File: src/rtl/serdes_shift_ctrl.sv
// Serial/parallel shift engine: IDLE/LOAD/SHIFT/DONE controller with its own shift register.
// Supports PISO and SIPO frames, MSB- or LSB-first, with back-to-back frames from DONE.
module serdes_shift_ctrl #(
  parameter int   WIDTH          = 8,
  parameter logic IDLE_SER_LEVEL = 1'b0
) (
  input  logic             clk,
  input  logic             rst,
  input  logic             start,
  input  logic             mode_select,
  input  logic             msb_first,
  input  logic [WIDTH-1:0] par_in,
  input  logic             ser_in,
  output logic             load,
  output logic             shift,
  output logic             ser_out,
  output logic             ser_valid,
  output logic [WIDTH-1:0] par_out,
  output logic             par_valid,
  output logic             busy,
  output logic             done
);

  localparam int CW = $clog2(WIDTH);

  typedef enum logic [1:0] {
    S_IDLE,
    S_LOAD,
    S_SHIFT,
    S_DONE
  } state_t;

  state_t           state;
  state_t           state_nx;
  logic [CW-1:0]    cnt;
  logic [WIDTH-1:0] shreg;
  logic             mode_q;
  logic             msbf_q;
  logic             last_bit;
  logic             accept;
  logic             fill_bit;

  assign last_bit = (cnt == CW'(WIDTH - 1));
  assign accept   = start && ((state == S_IDLE) || (state == S_DONE));
  // PISO shifts zeros in behind the data; SIPO shifts the serial input in.
  assign fill_bit = mode_q ? ser_in : 1'b0;

  always_ff @(posedge clk or posedge rst) begin
    if (rst) begin
      state <= S_IDLE;
    end else begin
      state <= state_nx;
    end
  end

  always_comb begin
    state_nx = state;
    case (state)
      S_IDLE:  if (start) state_nx = S_LOAD;
      S_LOAD:  state_nx = S_SHIFT;
      S_SHIFT: if (last_bit) state_nx = S_DONE;
      S_DONE:  state_nx = start ? S_LOAD : S_IDLE;
      default: state_nx = S_IDLE;
    endcase
  end

  always_ff @(posedge clk or posedge rst) begin
    if (rst) begin
      cnt     <= '0;
      shreg   <= '0;
      par_out <= '0;
      mode_q  <= 1'b0;
      msbf_q  <= 1'b0;
    end else begin
      if (accept) begin
        mode_q <= mode_select;
        msbf_q <= msb_first;
      end
      case (state)
        S_LOAD: begin
          shreg <= mode_q ? '0 : par_in;
          cnt   <= '0;
        end
        S_SHIFT: begin
          cnt   <= last_bit ? '0 : cnt + CW'(1);
          shreg <= msbf_q ? {shreg[WIDTH-2:0], fill_bit} : {fill_bit, shreg[WIDTH-1:1]};
        end
        S_DONE: begin
          if (mode_q) par_out <= shreg;
        end
        default: ;
      endcase
    end
  end

  always_comb begin
    load      = 1'b0;
    shift     = 1'b0;
    ser_valid = 1'b0;
    par_valid = 1'b0;
    busy      = 1'b0;
    done      = 1'b0;
    ser_out   = IDLE_SER_LEVEL;
    case (state)
      S_LOAD: begin
        load = 1'b1;
        busy = 1'b1;
      end
      S_SHIFT: begin
        shift     = 1'b1;
        busy      = 1'b1;
        ser_valid = ~mode_q;
        if (!mode_q) ser_out = msbf_q ? shreg[WIDTH-1] : shreg[0];
      end
      S_DONE: begin
        busy      = 1'b1;
        done      = 1'b1;
        par_valid = mode_q;
      end
      default: ;
    endcase
  end

endmodule

File: config.mk
export PLATFORM = sky130hd
export DESIGN_NAME = serdes_shift_ctrl
export DESIGN_NICKNAME = d
export VERILOG_FILES = /design/src/rtl/serdes_shift_ctrl.sv
export SDC_FILE = /design/constraint.sdc
export NUM_CORES = 1
export LEC_CHECK = 0
export BUFFER_PORTS_ARGS = -buffer_cell sky130_fd_sc_hd__buf_2
export CAP_MARGIN = 25
export CORE_MARGIN = 5
export CORE_UTILIZATION = 45
export DETAILED_ROUTE_END_ITERATION = 8
export PLACE_DENSITY = 0.8
export SLEW_MARGIN = 20
export SYNTH_ARGS = -nofsm -noshare
export SYNTH_HDL_FRONTEND = slang
export SYNTH_SLANG_ARGS = --single-unit
File: constraint.sdc
create_clock -name clk -period 4.05 [get_ports clk]
set_input_delay 0.81 -clock clk [delete_from_list [all_inputs] [get_ports clk]]
set_output_delay 0.81 -clock clk [all_outputs]
set_load 0.03 [all_outputs]
==> summary.txt <==
Worst setup path
  • Crit path required time: 3.24 ns
  • Kind of critical path: reg -> out
  • Critical Path Fanout Max: 14
  • CP endpoint kind: primary output
  • Startpoint Class: register
  • Arrival time reported for the critical path endpoint: roughly 1.9 ns

Timing
  • Normalized max-slew margin: between 40% and 50%
  • Final Hold Fails: 0
  • Setup repair after global routing missed its margin: false
  • Minimum period implied by the final worst setup slack: 2.75 ns
  • Achievable Freq: between 300 and 400 MHz
  • Transition at the pin with the smallest max-transition slack: 0.880 ns
  • Worst clock skew on the final layout: between 0.003 and 0.004 ns
  • Number of pins with negative max-slew slack in the final report: 0
  • Total setup violations reported at the end of the flow: 0
  • Fin Setup TNS: 0 ns
  • Final critical-path share of the clock period: approximately two thirds

Finish
  • Final-layout fill cell count: about 220
  • Register cell area after layout: roughly 580 sq um
  • Post-route core utilization: a little over half
  • Nets: approximately 160
  • Area of combinational cells with multiple inputs: between 500 and 600 sq um
  • Area overhead of the layout relative to synthesis: 14.6%
  • Count of antenna diodes in the layout: 0
  • Commonest non-fill, non-tap cell in the layout: sky130_fd_sc_hd__buf_2
  • Proportion of layout cells with a drive suffix above 1: between 30% and 40%
  • Most frequent cells in the layout: sky130_fd_sc_hd__buf_2 (28), sky130_fd_sc_hd__dfrtp_1 (23), sky130_fd_sc_hd__mux2_2 (14)

Global route
  • Antenna violations before repair: 0
  • Number of global-route vias before repair: just under 900
  • Residual overflow from global routing: 0
  • Total routing usage reported by global routing: between 10% and 20%
  • Maximum number of pins on one net before global-route repair: 24
  • Global-route wire length before repair: 3780 microns

Clock tree
  • H-Tree Level Count: 1
  • TritonCTS clock tree: done
  • Post-CTS resize count: 0
  • Clock Pin Slew Worst Setup and Hold Paths: around 0.12 ns
  • Total CTS buffers: 3
  • Clock tree sinks: 23
  • Clock tree root driver cell: sky130_fd_sc_hd__clkbuf_4
  • Later-pin clock latency in the skew report: 0.31 ns
  • Number of buffers inserted by post-CTS setup repair: 0
  • Number of hold-repair buffers added at the cts stage: 0
  • Clock Path Buffers: 2

Place
  • Half-perimeter wire length after placement: between 1500 and 2000 microns
  • Gpl congestion: 0.799
  • Number of buffer cells added on primary ports: 28

Logic synthesis
  • Flop and latch count out of synthesis: 23
  • Synth Cell Area: around 1200 sq um
  • Synth Net Count: roughly 130
  • Warnings from Yosys: 0
  • Number of instances in the synthesized netlist: 107
  • Average instance area after synthesis: between 10 and 15 sq um
  • Netlist cell types: 27
  • Part of the Yosys area used for sequential elements: a little under half

Floorplan
  • Placement Rows: 18
  • Die span in y: about 62 microns
  • Initial core utilization: a little under half
  • Total die area: about 3800 sq um
  • I/O pin total: 29
  • Horizontal extent of the die: roughly 62 microns
  • Core footprint: about 2500 sq um

Hold path
  • Worst hold-check path type: reg -> reg

Routing
  • Remaining routing DRC violations: 0
  • Vias per std cell: 5.19
  • Number of antenna-violating nets in the routed design: 0
  • DR WL/cell: roughly 14 microns
  • Initial detailed-routing violation count: 16
  • Total length of routed wires: roughly 2400 microns
  • Via count of the routed design: 857
  • Initial DRT Pass Iterations: 4

Flow run
  • Max-cap violations: 0

Pwr
  • Cell area power density: around 950 nW/um^2
  • Static leakage: 0.000701 uW
  • Max rail drop VDD: between 700 and 800 uV

Status
  • Outcome: finished clean
-- report_power, final --
group / switching [uW] / total [uW] / internal (uW)
registers: 110 / 459 / 349
clock network: 67.7 / 106 / 38.5
logic: 428 / 761 / 333
total: 606 / 1330 / 720
-- critical path, stage by stage, from the launching register on --
cell                      delay (ns)
sky130_fd_sc_hd__dfrtp_1        0.44
sky130_fd_sc_hd__inv_1          0.16
sky130_fd_sc_hd__ha_1           0.49
sky130_fd_sc_hd__nor2b_1        0.22
sky130_fd_sc_hd__nor2b_1        0.13
sky130_fd_sc_hd__buf_2          0.20
-- sequential cells by signal, indices dropped and copies added (netlist names) --
signal and count:
msbf_q 1, state 2, par_out 8, cnt 3
shreg 8, mode_q 1
-- path summary, 6_finish.rpt --
check | start | end | slack, ns | depth (start not counted)
worst max-delay path | state[0]$_DFFE_PP0P_ | ser_out | 1.30 | 5
worst min-delay path | par_out[3]$_DFFE_PP0P_ | par_out[3]$_DFFE_PP0P_ | 0.51 | 1
worst max register to register | state[0]$_DFFE_PP0P_ | state[1]$_DFFE_PP0P_ | 2.15 | 5
worst min register to register | par_out[3]$_DFFE_PP0P_ | par_out[3]$_DFFE_PP0P_ | 0.51 | 1
max in group asynchronous | rst | cnt[2]$_DFFE_PP0P_ | 2.85 | 2
min in group asynchronous | rst | cnt[1]$_DFFE_PP0P_ | 0.66 | 2
-- metal layers --
layer,up-vias,global-route usage (%),routed length (microns),share of wire [%]
li1,432,-,-,-
met1,404,15.7,1040,44
met2,19,23.5,1160,49
met3,2,4.34,156,6.6
met4,0,3.64,11,0.47
met5,-,0,0,0
-- Yosys cell counts, drive strengths merged --
cell	instances	area share, %
nand3	1	0.41
mux2	18	18
buf	4	2.2
nor3b	1	0.62
a22oi	5	3.1
mux2i	1	0.82
a2bb2oi	1	0.72
inv	7	2.2
ha	8	8.2
o21ai	4	1.6
nor2	10	3.1
a211o	1	0.72
a31oi	2	1.0
nor2b	3	1.5
and3	1	0.62
and2	1	0.62
dfrtp	23	47
nand2	4	1.4
and2b	1	0.62
and3b	1	0.82
nand2b	1	0.51
a21oi	7	2.9
o22ai	1	0.51
o221ai	1	0.72
-- cell type report --
| type | count | area share (%) |
|---|---|---|
| inverter | 7 | 1.88 |
| multi-input combinational | 73 | 42.3 |
| sequential | 23 | 41.2 |
| timing repair buffer | 28 | 10.0 |
| tap | 30 | 2.69 |
| clock buffer | 4 | 1.88 |
-- cells by family (layout without fill, tap and decap cells) --
family,count (synthesis),in the layout,share of synthesized area [%]
buffers and inverters,11,39,4.31
multiplexers,19,19,18.7
AO/OA/AOI/OAI,22,22,11.3
flip-flops,23,23,47.2
AND/OR/NAND/NOR,24,24,10.3
adder cells (fa/ha/maj),8,8,8.21
-- through the flow --
| step | instances | hold slack (ns) | worst slack (ns) | power, uW | cell area (sq um) |
|---|---|---|---|---|---|
| finish | 165 | 0.513 | 1.30 | 1330 | 1400 |
| floorplan | 107 | 0.502 | 1.23 | 1080 | 1220 |
| detailed placement | 161 | 0.488 | 1.68 | 1230 | 1370 |
| global route | 165 | 0.541 | 1.15 | 1430 | 1400 |
| CTS | 165 | 0.517 | 1.30 | 1340 | 1400 |
| global placement | 161 | 0.482 | 1.75 | 1200 | 1370 |
(Power assumes the default switching activity.)
